**src/rtl/burst_read_master.sv**
```systemverilog
// Burst read master: posts bursts over a byte range and buffers returned words in a show-ahead FIFO.
// Optional stop input enabled by defining BURST_READ_MASTER_STOP_EN.
module burst_read_master #(
    parameter int unsigned DATAWIDTH       = 32,
    parameter int unsigned BYTEENABLEWIDTH = 4,
    parameter int unsigned ADDRESSWIDTH    = 32,
    parameter int unsigned MAXBURSTCOUNT   = 4,
    parameter int unsigned BURSTCOUNTWIDTH = 3,
    parameter int unsigned FIFODEPTH       = 32,
    parameter int unsigned FIFODEPTH_LOG2  = 5
) (
    input  logic                       clk,
    input  logic                       reset,
    input  logic                       coe_control_fixed_location,
    input  logic [ADDRESSWIDTH-1:0]    coe_control_read_base,
    input  logic [ADDRESSWIDTH-1:0]    coe_control_read_length,
    input  logic                       coe_control_go,
`ifdef BURST_READ_MASTER_STOP_EN
    input  logic                       coe_control_stop,
`endif
    output logic                       coe_control_done,
    output logic                       coe_control_early_done,
    input  logic                       coe_user_read_buffer,
    output logic [DATAWIDTH-1:0]       coe_user_buffer_data,
    output logic                       coe_user_data_available,
    output logic [ADDRESSWIDTH-1:0]    master_address,
    output logic                       master_read,
    output logic [BYTEENABLEWIDTH-1:0] master_byteenable,
    output logic [BURSTCOUNTWIDTH-1:0] master_burstcount,
    input  logic [DATAWIDTH-1:0]       master_readdata,
    input  logic                       master_readdatavalid,
    input  logic                       master_waitrequest
);

    localparam int unsigned BE_SHIFT = $clog2(BYTEENABLEWIDTH);
    localparam int unsigned PW       = FIFODEPTH_LOG2 + 1;
    localparam int unsigned SW       = FIFODEPTH_LOG2 + 3;

    typedef enum logic [1:0] {IDLE, POST, DRAIN} state_t;

    state_t                    state, state_nxt;
    logic [ADDRESSWIDTH-1:0]   address, address_nxt;
    logic [ADDRESSWIDTH-1:0]   length, length_nxt;
    logic                      fixed, fixed_nxt;
    logic [PW-1:0]             reads_pending, pending_nxt;
    logic [PW-1:0]             fifo_used;
    logic [FIFODEPTH_LOG2-1:0] rd_ptr, wr_ptr;
    logic [DATAWIDTH-1:0]      mem [FIFODEPTH];

    logic [ADDRESSWIDTH-1:0]    words_c, burst_bytes_c;
    logic [BURSTCOUNTWIDTH-1:0] burst_c;
    logic space_ok_c, read_c, accept_c, beat_c;
    logic fifo_empty_c, fifo_full_c, fifo_wr_c, fifo_rd_c;

`ifdef BURST_READ_MASTER_STOP_EN
    logic stalled;
`endif

    // Burst sizing and buffer space check, all from registered state
    always_comb begin
        words_c = length >> BE_SHIFT;
        if (words_c >= ADDRESSWIDTH'(MAXBURSTCOUNT))
            burst_c = BURSTCOUNTWIDTH'(MAXBURSTCOUNT);
        else
            burst_c = BURSTCOUNTWIDTH'(words_c);
        burst_bytes_c = ADDRESSWIDTH'(burst_c) << BE_SHIFT;
        space_ok_c = (SW'(fifo_used) + SW'(reads_pending) + SW'(MAXBURSTCOUNT))
                     <= SW'(FIFODEPTH - 1);
    end

`ifdef BURST_READ_MASTER_STOP_EN
    // A request already stalled on waitrequest is kept up until accepted
    assign read_c = (state == POST) && (length != '0) && space_ok_c
                    && (!coe_control_stop || stalled);
`else
    assign read_c = (state == POST) && (length != '0) && space_ok_c;
`endif

    assign accept_c = read_c && !master_waitrequest;
    assign beat_c   = master_readdatavalid && ((reads_pending != '0) || accept_c);

    always_comb begin
        pending_nxt = reads_pending;
        if (accept_c)
            pending_nxt = pending_nxt + PW'(burst_c);
        if (beat_c)
            pending_nxt = pending_nxt - PW'(1);
    end

    // Next-state and transfer register updates
    always_comb begin
        state_nxt   = state;
        address_nxt = address;
        length_nxt  = length;
        fixed_nxt   = fixed;
        case (state)
            IDLE: begin
                if (coe_control_go) begin
                    address_nxt = coe_control_read_base;
                    fixed_nxt   = coe_control_fixed_location;
                    length_nxt  = coe_control_read_length & ~ADDRESSWIDTH'(BYTEENABLEWIDTH - 1);
                end
            end
            POST: begin
                if (accept_c) begin
                    length_nxt = length - burst_bytes_c;
                    if (!fixed)
                        address_nxt = address + burst_bytes_c;
                end
            end
            default: ;
        endcase
`ifdef BURST_READ_MASTER_STOP_EN
        if (coe_control_stop && !(read_c && master_waitrequest)
            && !((state == IDLE) && coe_control_go))
            length_nxt = '0;
`endif
        case (state)
            IDLE:    if (coe_control_go) state_nxt = (length_nxt != '0) ? POST : DRAIN;
            POST:    if (length_nxt == '0) state_nxt = DRAIN;
            DRAIN:   if (reads_pending == '0) state_nxt = IDLE;
            default: state_nxt = IDLE;
        endcase
    end

    always_ff @(posedge clk) begin
        if (!reset) begin
            state         <= IDLE;
            address       <= '0;
            length        <= '0;
            fixed         <= 1'b0;
            reads_pending <= '0;
`ifdef BURST_READ_MASTER_STOP_EN
            stalled       <= 1'b0;
`endif
        end else begin
            state         <= state_nxt;
            address       <= address_nxt;
            length        <= length_nxt;
            fixed         <= fixed_nxt;
            reads_pending <= pending_nxt;
`ifdef BURST_READ_MASTER_STOP_EN
            stalled       <= read_c && master_waitrequest;
`endif
        end
    end

    // Show-ahead FIFO; every returned beat is captured regardless of state
    assign fifo_empty_c = (fifo_used == '0);
    assign fifo_full_c  = (fifo_used == PW'(FIFODEPTH));
    assign fifo_rd_c    = coe_user_read_buffer && !fifo_empty_c;
    assign fifo_wr_c    = master_readdatavalid && (!fifo_full_c || fifo_rd_c);

    always_ff @(posedge clk) begin
        if (!reset) begin
            rd_ptr    <= '0;
            wr_ptr    <= '0;
            fifo_used <= '0;
        end else begin
            if (fifo_wr_c)
                wr_ptr <= wr_ptr + FIFODEPTH_LOG2'(1);
            if (fifo_rd_c)
                rd_ptr <= rd_ptr + FIFODEPTH_LOG2'(1);
            if (fifo_wr_c && !fifo_rd_c)
                fifo_used <= fifo_used + PW'(1);
            else if (fifo_rd_c && !fifo_wr_c)
                fifo_used <= fifo_used - PW'(1);
        end
    end

    always_ff @(posedge clk) begin
        if (fifo_wr_c)
            mem[wr_ptr] <= master_readdata;
    end

    assign coe_user_buffer_data    = mem[rd_ptr];
    assign coe_user_data_available = !fifo_empty_c;
    assign coe_control_done        = (state == IDLE);
    assign coe_control_early_done  = (length == '0);
    assign master_address          = address;
    assign master_read             = read_c;
    assign master_burstcount       = burst_c;
    assign master_byteenable       = '1;

endmodule

```
**config.mk**
```make
export PLATFORM = sky130hd
export DESIGN_NAME = burst_read_master
export DESIGN_NICKNAME = d
export VERILOG_FILES = /design/src/rtl/burst_read_master.sv
export SDC_FILE = /design/constraint.sdc
export NUM_CORES = 1
export LEC_CHECK = 0
export ABC_AREA = 1
export BUFFER_PORTS_ARGS = -buffer_cell sky130_fd_sc_hd__buf_2
export CAP_MARGIN = 5
export CORE_AREA = 3 3 325 327
export CTS_BUF_LIST = sky130_fd_sc_hd__clkbuf_2 sky130_fd_sc_hd__clkbuf_4 sky130_fd_sc_hd__clkbuf_8
export CTS_CLUSTER_DIAMETER = 150
export CTS_CLUSTER_SIZE = 16
export DETAILED_ROUTE_END_ITERATION = 12
export DIE_AREA = 0 0 328 330
export GPL_ROUTABILITY_DRIVEN = 1
export HOLD_SLACK_MARGIN = 0.12
export PLACE_DENSITY_LB_ADDON = 0.25
export SETUP_SLACK_MARGIN = 0.15
export SYNTH_ARGS = -nofsm -noshare
export SYNTH_HDL_FRONTEND = slang
export SYNTH_SLANG_ARGS = --single-unit
```
**constraint.sdc**
```tcl
create_clock -name clk -period 4.3 [get_ports clk]
set_input_delay 0.645 -clock clk [delete_from_list [all_inputs] [get_ports clk]]
set_output_delay 0.645 -clock clk [all_outputs]
set_load 0.02 [all_outputs]
```
Word-level counts from Yosys, hierarchy flattened
Memories as Yosys holds them, arrays and structs flattened. A register that Yosys moved wholly into a read port is not among the register bits. Index checks and enable logic that the tools add are counted.

$lt $le $gt $ge: 2. Equal/unequal tests: 8. Add/sub/neg operators: 10. Reduce and logical (&&, ||, !) cells: 28. Mux-type cells: 21.

Operator list (count): 2-to-1 mux 32 bit (5); case mux 32 bit (2 select lines) (2); logical NOT 32 bit (2); nonzero test 32 bit (2); adder 32 x 5 -> 32 bit (1); subtractor 32 x 5 -> 32 bit (1); >= comparator 30 x 3 -> 1 bit (second input constant) (1); 2-to-1 mux 6 bit (4); logical NOT 6 bit (2); subtractor 6 x 1 -> 6 bit (second input constant) (2); adder 5 x 1 -> 5 bit (second input constant) (2); 2-to-1 mux 5 bit (2); adder 7 x 3 -> 8 bit (second input constant) (1); less-or-equal comparator 8 x 5 -> 1 bit (second input constant) (1); logical AND 1 bit (8); 2-to-1 mux 2 bit (4); != test 2 bit (second input constant) (4); adder 6 x 6 -> 7 bit (1); adder 6 x 1 -> 6 bit (second input constant) (1); adder 6 x 3 -> 6 bit (1); equality test 6 bit (second input constant) (1); case mux 2 bit (3 select lines) (1); nonzero test 6 bit (1); logical NOT 1 bit (5); other kinds (11) (14).

Input bits: 103. Flip-flop bits (word level): 89. Output and inout bits: 75. Memories kept: 1. Word-level logic and storage cells: 78. Memory bits (writable): 1024.

Memory list: mem (words 32, bits a word 32, rd ports 1, clocked after memory_dff 1, wr ports 1, line 48) `logic [DATAWIDTH-1:0] mem [FIFODEPTH];`.

Logic depth before layout (Yosys ltp)
Gate-level depths: netlist of run 1.

Depth in word-level cells: 11. Depth in mapped cells: 27. Depth with buffers taken out: 27.

Worst setup path after synthesis of run 1
No wires, ideal clock.

Path type: register to register. From: register fifo_used[0]. To: memory mem[31][0] (enable). Arrival time: 3518 ps. Data required time: 3836 ps. Period minus slack after synthesis: 3982 ps. Slack: 318 ps. Buffers on the path: 0. Cell stages (with the launch flop): 9. Setup time: 464 ps. Cell sequence: dfxtp_1 -> nor4_1 -> nand3_1 -> nand2_1 -> nand4_1 -> nand2_1 -> inv_1 -> nand2_1 -> nor3_1.

Longest elaborated chain between the ends: 7. Elaborated cells on any way between the ends: 9. Those cells by class: eq/ne: 1; mux: 2; reduce/logical: 6.

RTL lines: start, declared (line 46) `logic [PW-1:0] fifo_used;`; start signal, assigned (line 165) `fifo_used <= fifo_used + PW'(1);`; start signal, assigned (line 167) `fifo_used <= fifo_used - PW'(1);`; logical NOT 6 bit (line 149) `assign fifo_empty_c = (fifo_used == '0);`; logical NOT 1 bit; via coe_user_data_available (line 25) `output logic coe_user_data_available,`; logical AND 1 bit (line 151) `assign fifo_rd_c = coe_user_read_buffer && !fifo_empty_c;`; logical OR 1 bit (line 152) `assign fifo_wr_c = master_readdatavalid && (!fifo_full_c || fifo_rd_c);`; logical AND 1 bit (line 152); via fifo_wr_c (line 53) `logic fifo_empty_c, fifo_full_c, fifo_wr_c, fifo_rd_c;`; 2-to-1 mux 1 bit (line 172) `if (fifo_wr_c)`; 2-to-1 mux 1 bit (not written as such) (line 173) `mem[wr_ptr] <= master_readdata;`; end, declared (line 48).

The timed path passes the listed nets, and every way through them passes these cells.

==> impl_metrics.prom, run 1 <==
# TYPE chip_impl_metric gauge
chip_impl_info{name="result_of_the_run",value="finished, final reports clean"} 1
chip_impl_metric{name="area.growth.synth_to_final",unit="%"} 10.6
chip_impl_metric{name="max_freq",unit="MHz"} 247
chip_impl_metric{name="clock_skew",unit="ns"} 0.0317
chip_impl_metric{name="post_synth_xor_area_fraction",unit="%"} 0.416
chip_impl_metric{name="drv_cap",unit=""} 0
chip_impl_info{name="final_common_cell",value="sky130_fd_sc_hd__edfxtp_1"} 1
chip_impl_info{name="largest_family_of_logic_cells_by_synthesized_area",value="compound AO/OA/AOI/OAI gates"} 1
chip_impl_info{name="cp-start-kind",value="flop"} 1
chip_impl_metric{name="gp_congestion",unit=""} 0.900
chip_impl_info{name="worst-setup-path-type",value="reg -> out"} 1
chip_impl_metric{name="die_w",unit="µm"} 328
chip_impl_metric{name="tritoncts_sinks",unit=""} 1118
chip_impl_metric{name="portion_of_the_post_synthesis_area_used_by_sequential_elements",unit="%"} 70.4
chip_impl_metric{name="area_share_of_the_largest_cell_type_after_synthesis",unit="%"} 66.4
chip_impl_metric{name="ctsHtreeMaxLevel",unit=""} 3
chip_impl_info{name="cp_slowest_cell",value="sky130_fd_sc_hd__dfxtp_4"} 1
chip_impl_metric{name="ir_worst_vdd",unit="mV"} 0.468
chip_impl_metric{name="grt_first_pass_wirelength",unit="mm"} 198
chip_impl_metric{name="globalRouteOverflowTotal",unit=""} 0
chip_impl_metric{name="yosysWarnings",unit=""} 0
chip_impl_metric{name="p_total",unit="mW"} 26.3
chip_impl_metric{name="fin_cells",unit=""} 5431
chip_impl_metric{name="post-route-drc-count",unit=""} 0
chip_impl_metric{name="power_per_cell_area",unit="mW/mm²"} 513
chip_impl_metric{name="clk-insertion-delay-late",unit="ns"} 0.75
chip_impl_metric{name="ys_async_sr_fraction",unit="%"} 0
chip_impl_metric{name="sequential_area",unit="mm²"} 0.0327
chip_impl_metric{name="detailed_place_hpwl",unit="mm"} 74.2
chip_impl_metric{name="die_area",unit="mm²"} 0.108
chip_impl_info{name="whs_endpoint",value="master_address[16]$_SDFFE_PN0P_"} 1
chip_impl_metric{name="first_global_vias",unit=""} 30500
chip_impl_metric{name="gate_count_of_the_mapped_netlist",unit=""} 3872
chip_impl_info{name="critPathCaptureType",value="primary output"} 1
chip_impl_info{name="grt_setup_unrepaired",value="true"} 1
chip_impl_metric{name="report.final.setup_viol",unit=""} 0
chip_impl_metric{name="timing.critical_path.fanout_max",unit=""} 172
chip_impl_metric{name="worst_slew_pin_slew",unit="ns"} 1.18
chip_impl_metric{name="io_buffers",unit=""} 171
chip_impl_metric{name="number_of_distinct_library_cell_variants_in_the_gate_level_netlist_after_synthesis",unit=""} 51
chip_impl_metric{name="min_period",unit="ns"} 4.04
chip_impl_metric{name="layout-drive-gt1-share",unit="%"} 13.0
chip_impl_metric{name="floorplan_die_height",unit="µm"} 330
chip_impl_metric{name="utilization",unit="%"} 49.6
chip_impl_metric{name="min_period_over_period",unit="%"} 94.0
chip_impl_metric{name="synth_enable_flop_cells",unit=""} 1024
chip_impl_metric{name="nets",unit=""} 4162
chip_impl_metric{name="timing.reg2reg.setup_slack",unit="ns"} 0.42
chip_impl_metric{name="floorplan.initialDensity",unit="%"} 44.9
chip_impl_metric{name="synth_compound_gate_area_share",unit="%"} 13.7
chip_impl_metric{name="clock_path_buffers",unit=""} 3
chip_impl_info{name="worstHoldStart",value="coe_control_read_base[16]"} 1
chip_impl_info{name="netlist.top_cell.by_area",value="sky130_fd_sc_hd__edfxtp_1"} 1
chip_impl_info{name="synth.area.top_cells",value="sky130_fd_sc_hd__edfxtp_1 (66%), sky130_fd_sc_hd__o21ai_0 (6.5%), sky130_fd_sc_hd__nor2_1 (6.1%)"} 1
chip_impl_metric{name="floorplan.core_area",unit="mm²"} 0.103
chip_impl_metric{name="synthSimpleGateAreaFrac",unit="%"} 11.2
chip_impl_metric{name="finalHoldWorstSlack",unit="ns"} 0.202
chip_impl_info{name="mostFrequentLayoutCells",value="sky130_fd_sc_hd__edfxtp_1 (1024), sky130_fd_sc_hd__nor2_1 (713), sky130_fd_sc_hd__o21ai_0 (604)"} 1
chip_impl_info{name="regToRegStartpoint",value="length[25]$_SDFF_PN0_"} 1
chip_impl_info{name="synth_ff_type",value="sky130_fd_sc_hd__edfxtp_1"} 1
chip_impl_metric{name="syn-mean-instance-area",unit="µm²"} 12.0
chip_impl_metric{name="slew_viol_final",unit=""} 0
chip_impl_metric{name="ios",unit=""} 178
chip_impl_info{name="clock_tree_root_driver_cell",value="sky130_fd_sc_hd__clkbuf_8"} 1
chip_impl_metric{name="clkTransAtPathRegs",unit="ns"} 0.11
chip_impl_metric{name="drt.antenna.violating_nets",unit=""} 0
chip_impl_info{name="timing.hold.worst.class",value="in -> reg"} 1
chip_impl_metric{name="placed_insts",unit=""} 5281
chip_impl_metric{name="antenna_found_initial",unit=""} 19
chip_impl_metric{name="yosys-mux-area-fraction",unit="%"} 0
chip_impl_metric{name="static-leakage-power",unit="nW"} 17.0
chip_impl_info{name="worst_r2r_endpoint",value="master_address[30]$_SDFFE_PN0P_"} 1
chip_impl_metric{name="postSynthRegisterBits",unit=""} 1118
chip_impl_metric{name="arrival",unit="ns"} 3.40
chip_impl_metric{name="fill_cells",unit=""} 9037
chip_impl_metric{name="rr_worst_depth",unit=""} 25
chip_impl_metric{name="cpPeakStageDelay",unit="ns"} 0.54
chip_impl_metric{name="cp_data_required_time",unit="ns"} 3.65
chip_impl_metric{name="via_count",unit=""} 32300
chip_impl_metric{name="grt_util_all_layers",unit="%"} 24.5
chip_impl_metric{name="wirelength",unit="mm"} 136
chip_impl_metric{name="placementRows",unit=""} 118
chip_impl_metric{name="detail_route.wl_per_cell",unit="µm"} 25.1
chip_impl_metric{name="min_delay_path_depth",unit=""} 3
chip_impl_metric{name="via_per_inst",unit=""} 5.95
chip_impl_metric{name="hold_violations",unit=""} 0
chip_impl_info{name="tritoncts",value="done"} 1
chip_impl_metric{name="slew_headroom",unit="%"} 21.4
chip_impl_metric{name="grt_start_max_net_pins",unit=""} 173
chip_impl_metric{name="finalSetupTns",unit="ns"} 0
chip_impl_metric{name="first_pass_iters",unit=""} 5
chip_impl_metric{name="detail_route.iter0.violations",unit=""} 3652
chip_impl_metric{name="syn_area",unit="mm²"} 0.0463
chip_impl_metric{name="synthAdderAreaFrac",unit="%"} 0.956
chip_impl_metric{name="multi_input_comb_area",unit="mm²"} 0.0125
chip_impl_info{name="path_cells",value="buf_16 > o21ai_0 > o221ai_1 > a31oi_1 > a32oi_1 > buf_2"} 1
chip_impl_metric{name="tritoncts.num_buffers",unit=""} 79
-- layer usage --
layer	vias up	global-route usage, %	share of wire, %
met3	221	3.76	7.8
li1	14600	-	-
met5	-	0	0.025
met2	1341	39.9	47
met1	16200	34.0	42
met4	4	7.79	3.0
-- worst max-delay path by stage --
stage	start	endpoint	slack [ns]	depth (start not counted)
after floorplan	fifo_used[0]$_SDFFE_PN0P_	mem[31][0]$_DFFE_PP_	0.32	8
final	flop	coe_user_buffer_data[11]	0.26	6
after detailed placement	length[15]$_SDFF_PN0_	master_address[30]$_SDFFE_PN0P_	0.25	25
after global routing	length[16]$_SDFF_PN0_	master_address[30]$_SDFFE_PN0P_	0.07	25
after CTS	flop	coe_user_buffer_data[14]	0.14	6
after global placement	length[15]$_SDFF_PN0_	master_address[30]$_SDFFE_PN0P_	0.29	25
-- report_power, final --
| group | switching [mW] | internal, mW | leakage, nW | total (mW) |
|---|---|---|---|---|
| combinational | 5.78 | 2.63 | 6.40 | 8.42 |
| sequential | 0.481 | 12.3 | 10.0 | 12.7 |
| clock | 3.31 | 1.81 | 0.638 | 5.12 |
| total | 9.57 | 16.7 | 17.0 | 26.3 |
-- cell families after synthesis --
family / count (synthesis)
xor gates and xnor gates: 22
other: 1
and+or+nand+nor: 1250
DFF: 1118
AOI/OAI and AO/OA: 1044
adders and majority gates: 33
buffers and inverters: 404
-- repair_timing --
action / 4_1_cts / 5_1_grt
hold endpoints to repair: 17 / 0
pin swaps: 0 / 14
endpoints found under the setup margin: 3 / 25
cloned: 0 / 2
hold buffers: 17 / 0
resized for setup: 3 / 41
setup buffers: 0 / 25
-- through the flow --
| step | setup WS, ns | area, µm² |
|---|---|---|
| 6_report | 0.259 | 51200 |
| 5_1_grt | 0.0716 | 51200 |
| 4_1_cts | 0.144 | 50800 |
| 3_5_place_dp | 0.251 | 49400 |
| 3_3_place_gp | 0.289 | 49400 |
| 2_1_floorplan | 0.318 | 46400 |
-- cells in the mapped netlist, types with 5 or more instances --
| cell | instances |
|---|---|
| sky130_fd_sc_hd__xnor2_1 | 9 |
| sky130_fd_sc_hd__a311oi_1 | 6 |
| sky130_fd_sc_hd__a22oi_1 | 22 |
| sky130_fd_sc_hd__a31oi_1 | 43 |
| sky130_fd_sc_hd__nor2_2 | 11 |
| sky130_fd_sc_hd__o21ai_0 | 604 |
| sky130_fd_sc_hd__o221ai_1 | 198 |
| sky130_fd_sc_hd__xor2_1 | 13 |
| sky130_fd_sc_hd__nor2_1 | 755 |
| sky130_fd_sc_hd__a221oi_1 | 5 |
| sky130_fd_sc_hd__inv_1 | 138 |
| sky130_fd_sc_hd__edfxtp_1 | 1024 |
| sky130_fd_sc_hd__nand3_1 | 154 |
| sky130_fd_sc_hd__a21oi_1 | 64 |
| sky130_fd_sc_hd__ha_1 | 29 |
| sky130_fd_sc_hd__inv_2 | 11 |
| sky130_fd_sc_hd__nor2_4 | 6 |
| sky130_fd_sc_hd__buf_1 | 15 |
| sky130_fd_sc_hd__o22ai_1 | 58 |
| sky130_fd_sc_hd__and2_1 | 5 |
| sky130_fd_sc_hd__buf_2 | 5 |
| sky130_fd_sc_hd__nand3_2 | 5 |
| sky130_fd_sc_hd__a32oi_1 | 28 |
| sky130_fd_sc_hd__nand2_1 | 245 |
| sky130_fd_sc_hd__nand4_1 | 28 |
| sky130_fd_sc_hd__nor3_1 | 19 |
| sky130_fd_sc_hd__buf_4 | 5 |
| sky130_fd_sc_hd__dfxtp_1 | 94 |
| sky130_fd_sc_hd__clkbuf_1 | 228 |
| sky130_fd_sc_hd__nand2_2 | 7 |
-- state kept, by name, summed over array words and instances, names as in the netlist, named ones only --
name,count
mem,1024
state,2
fixed,1
length,32
master_address,32
rd_ptr,5
reads_pending,6
fifo_used,6
wr_ptr,5
-- area by class of cell --
type,instances,share of cell area (%)
multi-input cells,2355,24.4
flip-flops and latches,1118,63.7
diodes,10,0.0488
repair buffers,322,4.83
well taps,1380,3.37
clock buffers,92,2.34
clock inverters,4,0.0611
inverters,150,1.20
-- worst max-delay path: cells and delay by family, from the launching register on --
family,cells,cell delay [ns]
AOI/OAI and AO/OA,4,1.11
buffers and inverters,2,0.64
DFF,1,0.54
Note: power is estimated with default switching activity, not from simulation.
==> run 2, diff against run 1 <==
RECOVER_POWER = 50   (was default)
==> impl_metrics.prom, run 2 (same netlist as run 1, synthesis figures left out) <==
# TYPE chip_impl_metric gauge
chip_impl_info{name="largest_register",value="mem"} 1
chip_impl_metric{name="clkTransAtPathRegs",unit="ns"} 0.11
chip_impl_metric{name="via_per_inst",unit=""} 5.95
chip_impl_metric{name="power.clock.fraction",unit="%"} 19.5
chip_impl_metric{name="io_buffers",unit=""} 171
chip_impl_metric{name="min_period_over_period",unit="%"} 93.3
chip_impl_metric{name="largest_reg_flops",unit=""} 1024
chip_impl_metric{name="ios",unit=""} 178
chip_impl_metric{name="layout-drive-gt1-share",unit="%"} 11.1
chip_impl_metric{name="wirelength",unit="mm"} 136
chip_impl_metric{name="p_total",unit="mW"} 26.2
chip_impl_metric{name="first_global_vias",unit=""} 30500
chip_impl_info{name="worst-setup-path-type",value="reg -> out"} 1
chip_impl_metric{name="ctsHtreeMaxLevel",unit=""} 3
chip_impl_metric{name="clk-insertion-delay-late",unit="ns"} 0.76
chip_impl_metric{name="grt_first_pass_wirelength",unit="mm"} 198
chip_impl_metric{name="dp_slack",unit="ns"} 0.251
chip_impl_metric{name="internal_power",unit="mW"} 16.7
chip_impl_metric{name="via_count",unit=""} 32300
chip_impl_metric{name="power.share.combinational",unit="%"} 31.9
chip_impl_info{name="critical_path_capture_point",value="coe_user_buffer_data[11]"} 1
chip_impl_metric{name="static-leakage-power",unit="nW"} 16.8
chip_impl_metric{name="timing.critical_path.fanout_max",unit=""} 67
chip_impl_info{name="tritoncts",value="done"} 1
chip_impl_metric{name="clock_skew",unit="ns"} 0.0338
chip_impl_metric{name="drv_cap",unit=""} 1
chip_impl_metric{name="tritoncts.num_buffers",unit=""} 79
chip_impl_metric{name="detail_route.iter0.violations",unit=""} 3640
chip_impl_metric{name="floorplan.core_area",unit="mm²"} 0.103
chip_impl_metric{name="timing.reg2reg.setup_slack",unit="ns"} 0.41
chip_impl_info{name="regToRegStartpoint",value="fifo_used[0]$_SDFFE_PN0P_"} 1
chip_impl_metric{name="grt_util_all_layers",unit="%"} 24.5
chip_impl_metric{name="ir_worst_vdd",unit="mV"} 0.442
chip_impl_metric{name="report.final.setup_viol",unit=""} 0
chip_impl_metric{name="area.growth.synth_to_final",unit="%"} 10.2
chip_impl_metric{name="floorplan_die_height",unit="µm"} 330
chip_impl_metric{name="grt_start_max_net_pins",unit=""} 173
chip_impl_metric{name="tritoncts_sinks",unit=""} 1118
chip_impl_metric{name="detailed_place_hpwl",unit="mm"} 74.2
chip_impl_metric{name="die_w",unit="µm"} 328
chip_impl_info{name="grt_setup_unrepaired",value="true"} 1
chip_impl_info{name="cp-start-kind",value="flop"} 1
chip_impl_metric{name="antenna_found_initial",unit=""} 17
chip_impl_metric{name="switching_power_share_of_the_total",unit="%"} 36.5
chip_impl_metric{name="finalHoldWorstSlack",unit="ns"} 0.196
chip_impl_metric{name="arrival",unit="ns"} 3.37
chip_impl_info{name="worst_r2r_endpoint",value="state[0]$_SDFFE_PN0P_"} 1
chip_impl_metric{name="first_pass_iters",unit=""} 5
chip_impl_metric{name="rr_worst_depth",unit=""} 22
chip_impl_metric{name="power_per_cell_area",unit="mW/mm²"} 514
chip_impl_metric{name="min_period",unit="ns"} 4.01
chip_impl_info{name="violations",value="capacitance limit, slew limit"} 1
chip_impl_metric{name="worst_slew_pin_slew",unit="ns"} 1.53
chip_impl_metric{name="post-route-drc-count",unit=""} 0
chip_impl_info{name="clock_tree_root_driver_cell",value="sky130_fd_sc_hd__clkbuf_8"} 1
chip_impl_info{name="result_of_the_run",value="finished with violations"} 1
chip_impl_metric{name="slew_viol_final",unit=""} 31
chip_impl_metric{name="cp_data_required_time",unit="ns"} 3.65
chip_impl_metric{name="clock_path_buffers",unit=""} 3
chip_impl_metric{name="pwr-share-seq",unit="%"} 48.6
chip_impl_info{name="mostFrequentLayoutCells",value="sky130_fd_sc_hd__edfxtp_1 (1024), sky130_fd_sc_hd__nor2_1 (721), sky130_fd_sc_hd__o21ai_0 (604)"} 1
chip_impl_metric{name="placementRows",unit=""} 118
chip_impl_info{name="final_common_cell",value="sky130_fd_sc_hd__edfxtp_1"} 1
chip_impl_metric{name="detail_route.wl_per_cell",unit="µm"} 25.1
chip_impl_metric{name="drt.antenna.violating_nets",unit=""} 0
chip_impl_metric{name="gp_congestion",unit=""} 0.900
chip_impl_metric{name="slew_headroom",unit="%"} -2.18
chip_impl_metric{name="fin_ws",unit="ns"} 0.288
chip_impl_metric{name="min_delay_path_depth",unit=""} 3
chip_impl_metric{name="final_design_area_no_fill",unit="mm²"} 0.0511
chip_impl_metric{name="globalRouteOverflowTotal",unit=""} 0
chip_impl_info{name="critPathCaptureType",value="primary output"} 1
chip_impl_metric{name="finalSetupTns",unit="ns"} 0
chip_impl_metric{name="floorplan.initialDensity",unit="%"} 44.9
chip_impl_metric{name="die_area",unit="mm²"} 0.108
chip_impl_metric{name="nets",unit=""} 4162
chip_impl_metric{name="placement_stage_cell_area",unit="mm²"} 0.0494
chip_impl_metric{name="switchingPower",unit="mW"} 9.57
chip_impl_metric{name="hold_violations",unit=""} 0
chip_impl_metric{name="fill_cells",unit=""} 9076
chip_impl_info{name="timing.hold.worst.class",value="in -> reg"} 1
chip_impl_metric{name="max_freq",unit="MHz"} 249
-- run 2: cell count changes in the layout (fill, tap and decap cells not counted), sizes merged --
cell    before  now
buf        304  236
clkbuf      93  161
diode       10    7
-- run 2: worst max-delay path: stages (launching register included) --
cell	delay, ns
sky130_fd_sc_hd__dfxtp_4	0.55
sky130_fd_sc_hd__inv_6	0.67
sky130_fd_sc_hd__buf_4	0.40
sky130_fd_sc_hd__nor2_1	0.11
sky130_fd_sc_hd__nor2_1	0.09
sky130_fd_sc_hd__o21ai_0	0.11
sky130_fd_sc_hd__a32oi_1	0.41
sky130_fd_sc_hd__buf_2	0.25
-- run 2: per-stage QoR --
step | utilization (%) | instances
6_report | 49.5 | 5428
5_1_grt | 49.5 | 5427
4_1_cts | 49.3 | 5394
3_5_place_dp | 47.9 | 5281
3_3_place_gp | 47.9 | 5281
2_1_floorplan | - | 3876
-- run 2: worst min-delay path by stage --
stage	start	endpoint	slack (ns)
final	coe_control_read_base[16]	master_address[16]$_SDFFE_PN0P_	0.20
after global routing	coe_control_read_base[16]	master_address[16]$_SDFFE_PN0P_	0.15
after CTS	coe_control_read_base[16]	master_address[16]$_SDFFE_PN0P_	0.12
after detailed placement	length[1]$_SDFF_PN0_	length[1]$_SDFF_PN0_	0.44
after global placement	length[0]$_SDFF_PN0_	length[0]$_SDFF_PN0_	0.44
after floorplan	length[0]$_SDFF_PN0_	length[0]$_SDFF_PN0_	0.43
-- run 2: cell type report --
class	count	area (µm²)	area share, %
clock buffer	92	1200	2.34
multi-input combinational	2355	12500	24.4
clock inverter	4	31.3	0.0612
tap	1380	1730	3.38
sequential	1118	32700	63.9
inverter	150	614	1.20
timing repair buffer	322	2380	4.66
antenna	7	17.5	0.0343
-- run 2: per-layer routing --
| metal | part of all wire (%) | vias up | track usage, % |
|---|---|---|---|
| met4 | 3.0 | 4 | 7.79 |
| met3 | 8.0 | 227 | 3.76 |
| met5 | 0.025 | - | 0 |
| met1 | 42 | 16100 | 34.0 |
| li1 | - | 14600 | - |
| met2 | 47 | 1419 | 39.9 |
-- run 2: repair_timing --
action | in CTS | in global routing
setup endpoints to repair | 3 | 25
pin swaps | 0 | 14
hold endpoints to repair | 17 | 0
resized for setup | 3 | 41
hold buffers | 17 | 0
buffers inserted | 0 | 25
gates cloned | 0 | 2
-- run 2: power by group through the flow --
stage	logic, mW	clock network (mW)	registers (mW)
2_1_floorplan	5.32	0	13.0
3_3_place_gp	7.98	0	13.0
3_5_place_dp	8.07	0	13.0
4_1_cts	8.11	5.22	12.7
5_1_grt	9.23	5.59	12.8
6_report	8.36	5.12	12.8
